===== config.mk =====
export PLATFORM = sky130hd
export DESIGN_NAME = rst_seq_ctrl
export DESIGN_NICKNAME = d
export VERILOG_FILES = /design/src/rtl/rst_seq_ctrl.sv
export SDC_FILE = /design/constraint.sdc
export NUM_CORES = 1
export LEC_CHECK = 0
export CAP_MARGIN = 20
export CORE_ASPECT_RATIO = 0.5
export CORE_MARGIN = 1
export CORE_UTILIZATION = 55
export DETAILED_ROUTE_END_ITERATION = 10
export HOLD_SLACK_MARGIN = 0.12
export PLACE_DENSITY = 0.79
export SYNTH_ARGS = -nofsm -noshare
export SYNTH_HDL_FRONTEND = slang
export SYNTH_SLANG_ARGS = --single-unit

===== constraint.sdc =====
create_clock -name pci_clk_in -period 3.1 [get_ports pci_clk_in]
set_clock_uncertainty 0.2 [all_clocks]
set_input_delay 0.465 -clock pci_clk_in [delete_from_list [all_inputs] [get_ports pci_clk_in]]
set_output_delay 0.465 -clock pci_clk_in [all_outputs]
set_load 0.02 [all_outputs]

===== src/rtl/rst_seq_ctrl.sv =====
// DCM/PLL reset pulse, debounced lock wait with bounded retries,
// then staggered release of N_CH downstream resets.
module rst_seq_ctrl #(
    parameter int N_CH         = 3,
    parameter int DCM_RST_CYC  = 128,
    parameter int LOCK_FILT    = 8,
    parameter int LOCK_TIMEOUT = 4096,
    parameter int REL_DLY      = 2048,
    parameter int MAX_RETRY    = 3,
    localparam int RW = (MAX_RETRY > 0) ? $clog2(MAX_RETRY + 1) : 1
) (
    input  logic            pci_clk_in,
    input  logic            RESET,
    input  logic            locked_in,
    output logic            dcm_rst_out,
    output logic [N_CH-1:0] rst_out,
    output logic            all_ready,
    output logic            fault,
    output logic [RW-1:0]   retry_cnt,
    output logic [2:0]      state_o
);

    localparam int MAX_A = (DCM_RST_CYC > LOCK_TIMEOUT) ? DCM_RST_CYC : LOCK_TIMEOUT;
    localparam int MAX_C = (MAX_A > REL_DLY) ? MAX_A : REL_DLY;
    localparam int CW    = (MAX_C > 1) ? $clog2(MAX_C) : 1;
    localparam int CIW   = (N_CH > 1) ? $clog2(N_CH) : 1;
    localparam int FW    = $clog2(LOCK_FILT + 1);

    localparam logic [CW-1:0]  DCM_LAST  = CW'(DCM_RST_CYC - 1);
    localparam logic [CW-1:0]  TO_LAST   = CW'(LOCK_TIMEOUT - 1);
    localparam logic [CW-1:0]  REL_LAST  = CW'(REL_DLY - 1);
    localparam logic [CIW-1:0] CH_LAST   = CIW'(N_CH - 1);
    localparam logic [FW-1:0]  FILT_N    = FW'(LOCK_FILT);
    localparam logic [RW-1:0]  RETRY_MAX = RW'(MAX_RETRY);

    typedef enum logic [2:0] {
        S_DCM_RST   = 3'd0,
        S_WAIT_LOCK = 3'd1,
        S_RELEASE   = 3'd2,
        S_RUN       = 3'd3,
        S_FAULT     = 3'd4
    } state_t;

    state_t         state;
    logic [CW-1:0]  cnt;
    logic [CIW-1:0] ch_idx;
    logic           lock_s1;
    logic           lock_s2;
    logic [FW-1:0]  fcnt;
    logic           lock_f;

    // fcnt saturates at LOCK_FILT; lock drops the first synced-low cycle
    assign lock_f  = lock_s2 && (fcnt == FILT_N);
    assign state_o = state;

    always_ff @(posedge pci_clk_in) begin
        if (RESET) begin
            lock_s1 <= 1'b0;
            lock_s2 <= 1'b0;
            fcnt    <= '0;
        end else begin
            lock_s1 <= locked_in;
            lock_s2 <= lock_s1;
            if (!lock_s2)
                fcnt <= '0;
            else if (fcnt != FILT_N)
                fcnt <= fcnt + 1'b1;
        end
    end

    always_ff @(posedge pci_clk_in) begin
        if (RESET) begin
            state       <= S_DCM_RST;
            cnt         <= '0;
            ch_idx      <= '0;
            dcm_rst_out <= 1'b1;
            rst_out     <= '1;
            all_ready   <= 1'b0;
            fault       <= 1'b0;
            retry_cnt   <= '0;
        end else begin
            unique case (state)
                S_DCM_RST: begin
                    dcm_rst_out <= 1'b1;
                    rst_out     <= '1;
                    if (cnt == DCM_LAST) begin
                        state       <= S_WAIT_LOCK;
                        cnt         <= '0;
                        dcm_rst_out <= 1'b0;
                    end else begin
                        cnt <= cnt + 1'b1;
                    end
                end
                S_WAIT_LOCK: begin
                    if (lock_f) begin
                        state  <= S_RELEASE;
                        cnt    <= '0;
                        ch_idx <= '0;
                    end else if (cnt == TO_LAST) begin
                        cnt         <= '0;
                        dcm_rst_out <= 1'b1;
                        if (retry_cnt < RETRY_MAX) begin
                            retry_cnt <= retry_cnt + 1'b1;
                            state     <= S_DCM_RST;
                        end else begin
                            state <= S_FAULT;
                            fault <= 1'b1;
                        end
                    end else begin
                        cnt <= cnt + 1'b1;
                    end
                end
                S_RELEASE: begin
                    if (!lock_f) begin
                        state       <= S_DCM_RST;
                        cnt         <= '0;
                        ch_idx      <= '0;
                        rst_out     <= '1;
                        dcm_rst_out <= 1'b1;
                    end else if (cnt == REL_LAST) begin
                        cnt             <= '0;
                        rst_out[ch_idx] <= 1'b0;
                        if (ch_idx == CH_LAST) begin
                            state     <= S_RUN;
                            all_ready <= 1'b1;
                            retry_cnt <= '0;
                        end else begin
                            ch_idx <= ch_idx + 1'b1;
                        end
                    end else begin
                        cnt <= cnt + 1'b1;
                    end
                end
                S_RUN: begin
                    if (!lock_f) begin
                        state       <= S_DCM_RST;
                        cnt         <= '0;
                        ch_idx      <= '0;
                        rst_out     <= '1;
                        all_ready   <= 1'b0;
                        dcm_rst_out <= 1'b1;
                    end
                end
                S_FAULT: begin
                    dcm_rst_out <= 1'b1;
                    rst_out     <= '1;
                    fault       <= 1'b1;
                end
                default: begin
                    state <= S_DCM_RST;
                    cnt   <= '0;
                end
            endcase
        end
    end

endmodule

==> out/metrics.cfg, run 1 <==
[status]
status=complete, no violations

[synthesis]
ys_seq_elements=31
syn_nets=213
yosys.area.top_type=dfxtp_1
synth_seq_area_share_pct=34.90
synth_top_cell_area_share_pct=34.90
syn_area_um2=1778
synth_edf_count=0
yosysUniqueCellTypes=54
synth_area_per_cell_um2=8.758
synthArstFlopShare_pct=0
synthCells=203
ys_warn_count=0
synth_area_leaders=dfxtp_1, o21ai_0, ha_1
synth_ff_type=dfxtp_1

[power]
power_uw=831.6
vdd_drop_max_mv=0.2690
p_per_area_nw_per_um2=414.4
p_leak_uw=0.0006731

[setup_path]
cp_data_arrival_time_ns=2.51
crit_path_end_kind=flip-flop
r2r-end=cnt[11]
ff2ff_path_depth=7
rrSetupSlack_ns=0.56
r2r-start=fcnt[0]
critPathRequiredTime_ns=3.07
path_class=flip-flop to flip-flop
path_max_fanout=12
startpoint_type=flip-flop

[floorplanning]
rows=14
fp.dieH_um=42.21
fp.coreArea_um2=3030
die-area_um2=3478
initial_core_util_pct=58.67
ios=14
die_w_um=82.41

[global_routing]
grt_overflow=0
grt_pass1_wl_um=6582
grt_usage_pct=25.41
grt_antenna_before_repair=0
grt_pass1_vias=1483
grt_max_degree=21

[clock_tree]
clk_path_buf_depth=2
cts_root_buffer=clkbuf_8
clkTransAtPathRegs_ns=0.07
cts_tree=done
numCtsBuffers=5
clkLatencyLatePin_ns=0.29
postCtsResizedCells=0
cts_setup_buffers=0
htreeDepth=2
holdBufCountCts=0
clkSinkCount=31

[hold_path]
hold_depth=1
min-delay-path-class=flip-flop to flip-flop
hold_start=lock_s1
hold_end=lock_s2

[finish]
drive_gt1_share_pct=11.57
fin_nets=226
diodes=0
final_cell_mix=dfxtp_1, nor2_1, o21ai_0
areaGrowthSynthToFinish_pct=12.88
regArea_um2=620.6
final_common_cell=dfxtp_1
multi_input_area_um2=1074
n_fill_cell=256

[sta]
grt_setup_unrepaired=false
clock.fmax_mhz=394.2
slew_headroom_pct=48.24
fin_crit_sh_pct=81.84
period_needed_ns=2.537
hold_viol_final=0
worstMarginPinSlew_ns=0.7700
slew_viol_final=0
fin_tns_setup_ns=0
setup_viol=0

[routing]
drcViolationCount=0
vias=1539
drt_pass1_iterations=4
wl_met3_um=246
met1_length_um=1818
ant_nets=0
wl_met2_um=1714
viasPerCell=6.012
drt_wl_total_um=3868
drt_iter0_markers=77
wl_per_cell_um=15.11
highest_layer=met4

[place]
place.gp.congestion=0.8418
hpwlAfterDp_um=2796
portBuffers=13

[flow_run]
cap_violations=0

## stage by stage
step	util, %	hold WS, ns	instance area [um^2]	setup slack (ns)	std cells
floorplan	-	0.2138	1778	0.9113	203
global placement	63.34	0.2215	1919	0.6714	249
detailed placement	63.34	0.2267	1919	0.5915	249
CTS	66.23	0.2396	2007	0.5856	256
global route	66.23	0.2688	2007	0.3611	256
finish	66.23	0.2430	2007	0.5629	256
## state kept, by name, summed over array words and instances, names as in the netlist
name         cells
all_ready        1
lock_s2          1
ch_idx           2
cnt             12
rst_out          3
lock_s1          1
fault            1
fcnt             4
retry_cnt        2
state_o          3
dcm_rst_out      1
## layer usage
layer	global-route usage [%]	up-vias
li1	-	767
met1	31.73	716
met2	39.17	44
met3	8.913	12
met4	11.58	0
met5	0	-
## worst max path at each step
| stage | start | endpoint | slack (ns) | cells past startpoint |
|---|---|---|---|---|
| global placement | fcnt[0] | cnt[11] | 0.67 | 7 |
| global route | fcnt[0] | cnt[3] | 0.36 | 7 |
| CTS | fcnt[0] | cnt[11] | 0.59 | 7 |
| floorplan | fcnt[0] | cnt[11] | 0.91 | 7 |
| finish | fcnt[0] | cnt[11] | 0.56 | 7 |
| detailed placement | fcnt[0] | cnt[11] | 0.59 | 7 |
## synthesized netlist by cell type, types with 3 or more instances
cell type,instances
a2111oi_0,3
a21oi_1,7
buf_2,4
clkbuf_1,3
dfxtp_1,31
ha_1,7
inv_1,8
nand2_1,14
nand3_1,9
nand4_1,3
nor2_1,23
nor2b_1,4
nor3_1,7
nor4_1,3
o21ai_0,18
xnor2_1,7
xor2_1,5
## layout make-up
| class | instances | area share, % |
|---|---|---|
| clock buffers | 6 | 4.115 |
| clock inverters | 1 | 0.2494 |
| well taps | 40 | 2.494 |
| multi-input cells | 155 | 53.49 |
| repair buffers | 15 | 7.232 |
| inverters | 8 | 1.496 |
| flip-flops and latches | 31 | 30.92 |
## report_power, final
group / internal, uW / switching, uW
Clock: 174 / 149
Sequential: 409 / 9.02
Combinational: 37.4 / 53.5
Total: 620 / 211
## cell families (layout without fill, tap and decap cells)
logic type | count (synthesis) | count (layout) | share of synthesized area [%]
compound gates | 48 | 48 | 19.49
xor+xnor | 12 | 12 | 5.911
fa+ha+maj | 7 | 7 | 4.926
buf+inv | 17 | 30 | 4.715
flops | 31 | 31 | 34.91
mux | 1 | 1 | 0.5630
simple gates | 87 | 87 | 29.49
## worst max-delay path: stages, from the launching register on
cell      delay (ns)
dfxtp_1         0.39
inv_1           0.06
ha_1            0.22
and4b_1         0.36
a31oi_2         0.40
o21ai_0         0.26
or3_1           0.36
nor4bb_2        0.17
Power figures use the tool's default switching activity.
==> inputs of run 2 (changes only) <==
==> constraint.sdc (replaced) <==
create_clock -name pci_clk_in -period 2.5 [get_ports pci_clk_in]
set_clock_uncertainty 0.2 [all_clocks]
set_input_delay 0.375 -clock pci_clk_in [delete_from_list [all_inputs] [get_ports pci_clk_in]]
set_output_delay 0.375 -clock pci_clk_in [all_outputs]
set_load 0.02 [all_outputs]
==> run 2 against run 1 <==
Effect of this change:
- clock power rose by 32%
- maximum frequency is 8.8% higher
- sequential cell count stayed put
- critical path depth is the same
- hold slack worse by 0.0046 ns
- setup slack worse by 0.40 ns
- die area did not move
- global-route usage rose by 0.093 points
- critical path type unchanged
- critical endpoint is now cnt[8]
- largest power group unchanged
- highest routed layer unchanged
==> out/metrics.cfg, run 2 (synthesis results as in run 1) <==
[finish]
postLayoutCellArea_um2=2058  ; +2.6%
largest-register=cnt
final_common_cell=dfxtp_1
final_cell_mix=dfxtp_1, nor2_1, o21ai_0
areaGrowthSynthToFinish_pct=15.76
drive_gt1_share_pct=13.96  ; +2.4 points
regArea_um2=620.6  ; unchanged
diodes=0  ; unchanged
largest_reg_flops=12  ; unchanged
fin_nets=231  ; +2.2%
multi_input_area_um2=1075  ; +0.12%
largestRegisters=cnt x12, fcnt x4
n_fill_cell=252  ; -1.6%

[clock_tree]
numCtsBuffers=5  ; unchanged
cts_tree=done
clk_path_buf_depth=2  ; unchanged
clkLatencyLatePin_ns=0.28  ; about the same
cts_root_buffer=clkbuf_8
clkSinkCount=31  ; unchanged
clkTransAtPathRegs_ns=0.06  ; about the same
cts_setup_buffers=0  ; unchanged
htreeDepth=2  ; unchanged

[status]
status=complete, no violations

[routing]
vias=1575  ; +2.3%
viasPerCell=6.011  ; about the same
drcViolationCount=0  ; unchanged
ant_nets=0  ; unchanged
wl_per_cell_um=14.63  ; -3.1%
drt_iter0_markers=93  ; +21%
drt_pass1_iterations=4  ; unchanged
drt_wl_total_um=3834  ; -0.88%

[sta]
slew_headroom_pct=51.28  ; +3.0 points
period_needed_ns=2.333  ; -0.2045 ns
fin_tns_setup_ns=0  ; unchanged
worstMarginPinSlew_ns=0.7247  ; -0.04525 ns
setup_viol=0  ; unchanged
clock.fmax_mhz=428.7  ; +8.8%
grt_setup_unrepaired=false
slew_viol_final=0  ; unchanged
hold_viol_final=0  ; unchanged
fin_crit_sh_pct=93.30  ; +11 points

[power]
p_clk_share_pct=40.2  ; +1.4 points
power.share.combinational_pct=11.0  ; about the same
seqPwrFrac_pct=48.9  ; -1.4 points
power.switching_uw=254.0  ; +20%
vdd_drop_max_mv=0.2754  ; +2.4%
p_per_area_nw_per_um2=515.8  ; +24%
p_leak_uw=0.0007033  ; +4.5%
p_int_uw=807.7  ; +30%
netSwitchingFraction_pct=23.92  ; -1.5 points

[floorplanning]
die-area_um2=3478  ; unchanged
fp.dieH_um=42.21  ; unchanged
rows=14  ; unchanged
die_w_um=82.41  ; unchanged
initial_core_util_pct=58.67  ; unchanged
fp.coreArea_um2=3030  ; unchanged
ios=14  ; unchanged

[setup_path]
rrSetupSlack_ns=0.17  ; -0.40 ns
crit_path_end_kind=flip-flop
worstSetupStartpoint=fcnt[0]
r2r-start=fcnt[0]
cp_data_arrival_time_ns=2.28  ; -0.23 ns
path_max_fanout=12  ; unchanged
crit_chain=inv_1 > ha_1 > and4b_2 > a31oi_2 > nand4_1 > xor2_1 > a2111oi_0
startpoint_type=flip-flop
path_class=flip-flop to flip-flop
crit_slowest_cell=dfxtp_1
critPathRequiredTime_ns=2.45  ; -0.62 ns
slowest_delay_ns=0.40  ; about the same

[global_routing]
grt_usage_pct=25.50  ; +0.093 points
grt_pass1_wl_um=6630  ; +0.73%
grt_pass1_vias=1510  ; +1.8%
grt_max_degree=16  ; -24%
grt_antenna_before_repair=0  ; unchanged
grt_overflow=0  ; unchanged

[place]
placed_area_um2=1957  ; +2.0%
portBuffers=13  ; unchanged
hpwlAfterDp_um=2790  ; -0.21%
place.gp.congestion=0.9322  ; +11%

[hold_path]
hold_start=lock_s1
min-delay-path-class=flip-flop to flip-flop

[flow_run]
cap_violations=0  ; unchanged

[run 2: worst paths after layout]
| kind | endpoint | depth (start not counted) |
|---|---|---|
| worst min register to register | lock_s2 | 1 |
| worst max register to register | cnt[8] | 7 |
| worst max-delay path | cnt[8] | 7 |
| worst min-delay path | lock_s2 | 1 |
[run 2: repair_timing]
action                                  in CTS  in global routing
hold buffers                                 0                  0
endpoints found under the setup margin       0                 12
hold endpoints to repair                     0                  0
resized for setup                            0                  2
[run 2: power groups by stage]
stage / combinational, uW / clock (uW) / sequential, uW
6_report: 116 / 427 / 519
5_1_grt: 130 / 457 / 521
4_1_cts: 116 / 436 / 519
3_5_place_dp: 115 / 0 / 530
3_3_place_gp: 111 / 0 / 528
2_1_floorplan: 78.7 / 0 / 530
[run 2: final cells by class]
cell class / instances / area share, %
clock buffer: 8 / 4.863
inverter: 8 / 1.459
multi-input combinational: 155 / 52.22
sequential: 31 / 30.15
tap: 40 / 2.432
timing repair buffer: 20 / 8.875
[run 2: layer usage]
layer / vias to the layer above / global-route usage (%) / routed length [um]
li1: 785 / - / -
met2: 49 / 39.50 / 1711
met5: - / 0 / 0
met4: 0 / 9.825 / 38
met1: 736 / 33.73 / 1871
met3: 5 / 6.739 / 213
[run 2: metrics by stage]
stage / utilization [%] / hold WS (ns) / cells / setup WS [ns] / total power, uW
floorplan: - / 0.2138 / 203 / 0.3113 / 608.9
global route: 67.92 / 0.2740 / 262 / 0.009886 / 1107
global placement: 64.57 / 0.2186 / 254 / 0.1791 / 639.0
detailed placement: 64.57 / 0.2276 / 254 / 0.08975 / 644.6
CTS: 67.88 / 0.2458 / 262 / 0.05505 / 1071
finish: 67.92 / 0.2384 / 262 / 0.1674 / 1062
[run 2: worst max-delay path: cells and delay by family, from the launching register on]
kind,cells,cell delay (ns)
flip-flops,1,0.40
AO/OA/AOI/OAI,2,0.66
XOR/XNOR,1,0.16
AND/OR/NAND/NOR,2,0.48
buffers and inverters,1,0.06
adder cells (fa/ha/maj),1,0.22
==> inputs of run 3 (changes only) <==
--- a/config.mk
+++ b/config.mk
@@ -12,6 +12,7 @@
 export DETAILED_ROUTE_END_ITERATION = 10
 export HOLD_SLACK_MARGIN = 0.12
 export PLACE_DENSITY = 0.79
+export SETUP_SLACK_MARGIN = 0.05
 export SYNTH_ARGS = -nofsm -noshare
 export SYNTH_HDL_FRONTEND = slang
 export SYNTH_SLANG_ARGS = --single-unit
==> run 3 against run 2 <==
Effect of this change:
- hold slack hardly changed
- critical endpoint is now ch_idx[0]
- sequential power barely moved
- highest routed layer unchanged
- sequential cell count unchanged
- clock-buffer cell count is the same
- setup slack got worse by 0.0098 ns
- total power hardly changed
- global-route usage is the same
- first-iteration DRC count fell by 20%
- wire length is 1.1% higher
- maximum frequency down 0.42%
- register-to-register slack about the same
==> out/metrics.cfg, run 3 (synthesis results as in run 1) <==
[routing]
drcViolationCount=0  ; unchanged
ant_nets=0  ; unchanged
drt_wl_total_um=3877  ; +1.1%
drt_iter0_markers=74  ; -20%
drt_pass1_iterations=4  ; unchanged
wl_per_cell_um=14.80  ; +1.1%
vias=1561  ; -0.89%
viasPerCell=5.958  ; -0.89%

[global_routing]
grt_pass1_vias=1510  ; unchanged
grt_usage_pct=25.50  ; unchanged
grt_antenna_before_repair=0  ; unchanged
grt_overflow=0  ; unchanged
grt_pass1_wl_um=6630  ; unchanged
grt_max_degree=16  ; unchanged

[sta]
setup_viol=0  ; unchanged
worstMarginPinSlew_ns=0.7308  ; +0.006046 ns
period_needed_ns=2.342  ; +0.009825 ns
grt_setup_unrepaired=true
slew_headroom_pct=50.88  ; -0.41 points
slew_viol_final=0  ; unchanged
clock.fmax_mhz=426.9  ; -0.42%
fin_crit_sh_pct=93.70  ; +0.39 points
hold_viol_final=0  ; unchanged
fin_tns_setup_ns=0  ; unchanged

[finish]
postLayoutCellArea_um2=2073  ; +0.73%
final_common_cell=dfxtp_1
final_cell_mix=dfxtp_1, nor2_1, o21ai_0
largest_reg_flops=12  ; unchanged
fin_nets=231  ; unchanged
n_fill_cell=248  ; -1.6%
largest-register=cnt
areaGrowthSynthToFinish_pct=16.61
diodes=0  ; unchanged
drive_gt1_share_pct=13.96  ; unchanged
largestRegisters=cnt x12, fcnt x4

[setup_path]
startpoint_type=flip-flop
crit_slowest_cell=or4_1
slowest_delay_ns=0.49  ; +0.09 ns
crit_chain=inv_1 > ha_1 > and4b_2 > nand3_1 > nor2_2 > or4_1 > a21oi_1
path_class=flip-flop to flip-flop
path_max_fanout=12  ; unchanged
crit_path_end_kind=flip-flop
cp_data_arrival_time_ns=2.36  ; +0.08 ns
critPathRequiredTime_ns=2.52  ; +0.07 ns

[floorplanning]
initial_core_util_pct=58.67  ; unchanged
rows=14  ; unchanged
fp.dieH_um=42.21  ; unchanged
fp.coreArea_um2=3030  ; unchanged
ios=14  ; unchanged
die_w_um=82.41  ; unchanged
die-area_um2=3478  ; unchanged

[clock_tree]
cts_setup_buffers=0  ; unchanged
numCtsBuffers=5  ; unchanged
clk_path_buf_depth=2  ; unchanged
clkSinkCount=31  ; unchanged
holdBufCountCts=0  ; unchanged
htreeDepth=2  ; unchanged
cts_tree=done
cts_root_buffer=clkbuf_8
clkTransAtPathRegs_ns=0.06  ; about the same
clkLatencyLatePin_ns=0.28  ; about the same

[power]
p_leak_uw=0.0007213  ; +2.5%
vdd_drop_max_mv=0.2767  ; +0.46%
p_per_area_nw_per_um2=512.3  ; -0.67%

[flow_run]
cap_violations=0  ; unchanged

[hold_path]
min-delay-path-class=flip-flop to flip-flop

[place]
placed_area_um2=1957  ; unchanged
hpwlAfterDp_um=2790  ; unchanged
place.gp.congestion=0.9322  ; unchanged
portBuffers=13  ; unchanged

[status]
status=complete, no violations

run 3: cell counts in the layout (fill, tap and decap cells not counted):
Identical to the previous run, type by type.
run 3: report_power, final:
part | internal, uW | switching, uW
Sequential | 507 | 11.4
Clock | 251 | 176
Combinational | 49.6 | 67.4
Total | 808 | 255
run 3: worst paths after layout:
path	slack, ns	cells past startpoint	start	endpoint
worst max-delay path	0.16	7	fcnt[0]	ch_idx[0]
worst min-delay path	0.24	1	lock_s1	lock_s2
worst max register to register	0.16	7	fcnt[0]	ch_idx[0]
worst min register to register	0.24	1	lock_s1	lock_s2
run 3: per-stage QoR:
stage          setup slack [ns]  utilization [%]  power (uW)  std cells  hold slack (ns)
2_1_floorplan            0.3113                -       608.9        203           0.2138
3_5_place_dp            0.08975            64.57       644.6        254           0.2276
5_1_grt                 0.01825            68.41        1108        262           0.2740
4_1_cts                 0.05505            67.88        1071        262           0.2458
3_3_place_gp             0.1791            64.57       639.0        254           0.2186
6_report                 0.1576            68.41        1062        262           0.2384
run 3: layer usage:
metal	GRT usage, %	routed length (um)	vias up
met5	0	0	-
met4	9.825	40	0
met3	6.739	164	5
met2	39.50	1728	34
met1	33.73	1944	740
li1	-	-	782
run 3: repair_timing:
action / in CTS / in global routing
resized for setup: 0 / 4
setup endpoints to repair: 0 / 12
endpoints found under the hold margin: 0 / 0
run 3: critical path, delay by kind of cell (launching register included):
kind                       cells  cell delay, ns
AOI/OAI and AO/OA              1            0.15
adders and majority gates      1            0.22
buffers and inverters          1            0.06
DFF                            1            0.40
and+or+nand+nor                4            1.25
run 3: layout make-up:
class / instances / area (um^2) / area share (%)
repair buffers: 20 / 182.7 / 8.811
well taps: 40 / 50.05 / 2.414
flip-flops and latches: 31 / 620.6 / 29.93
inverters: 8 / 30.03 / 1.448
multi-input cells: 155 / 1090 / 52.57
clock buffers: 8 / 100.1 / 4.828
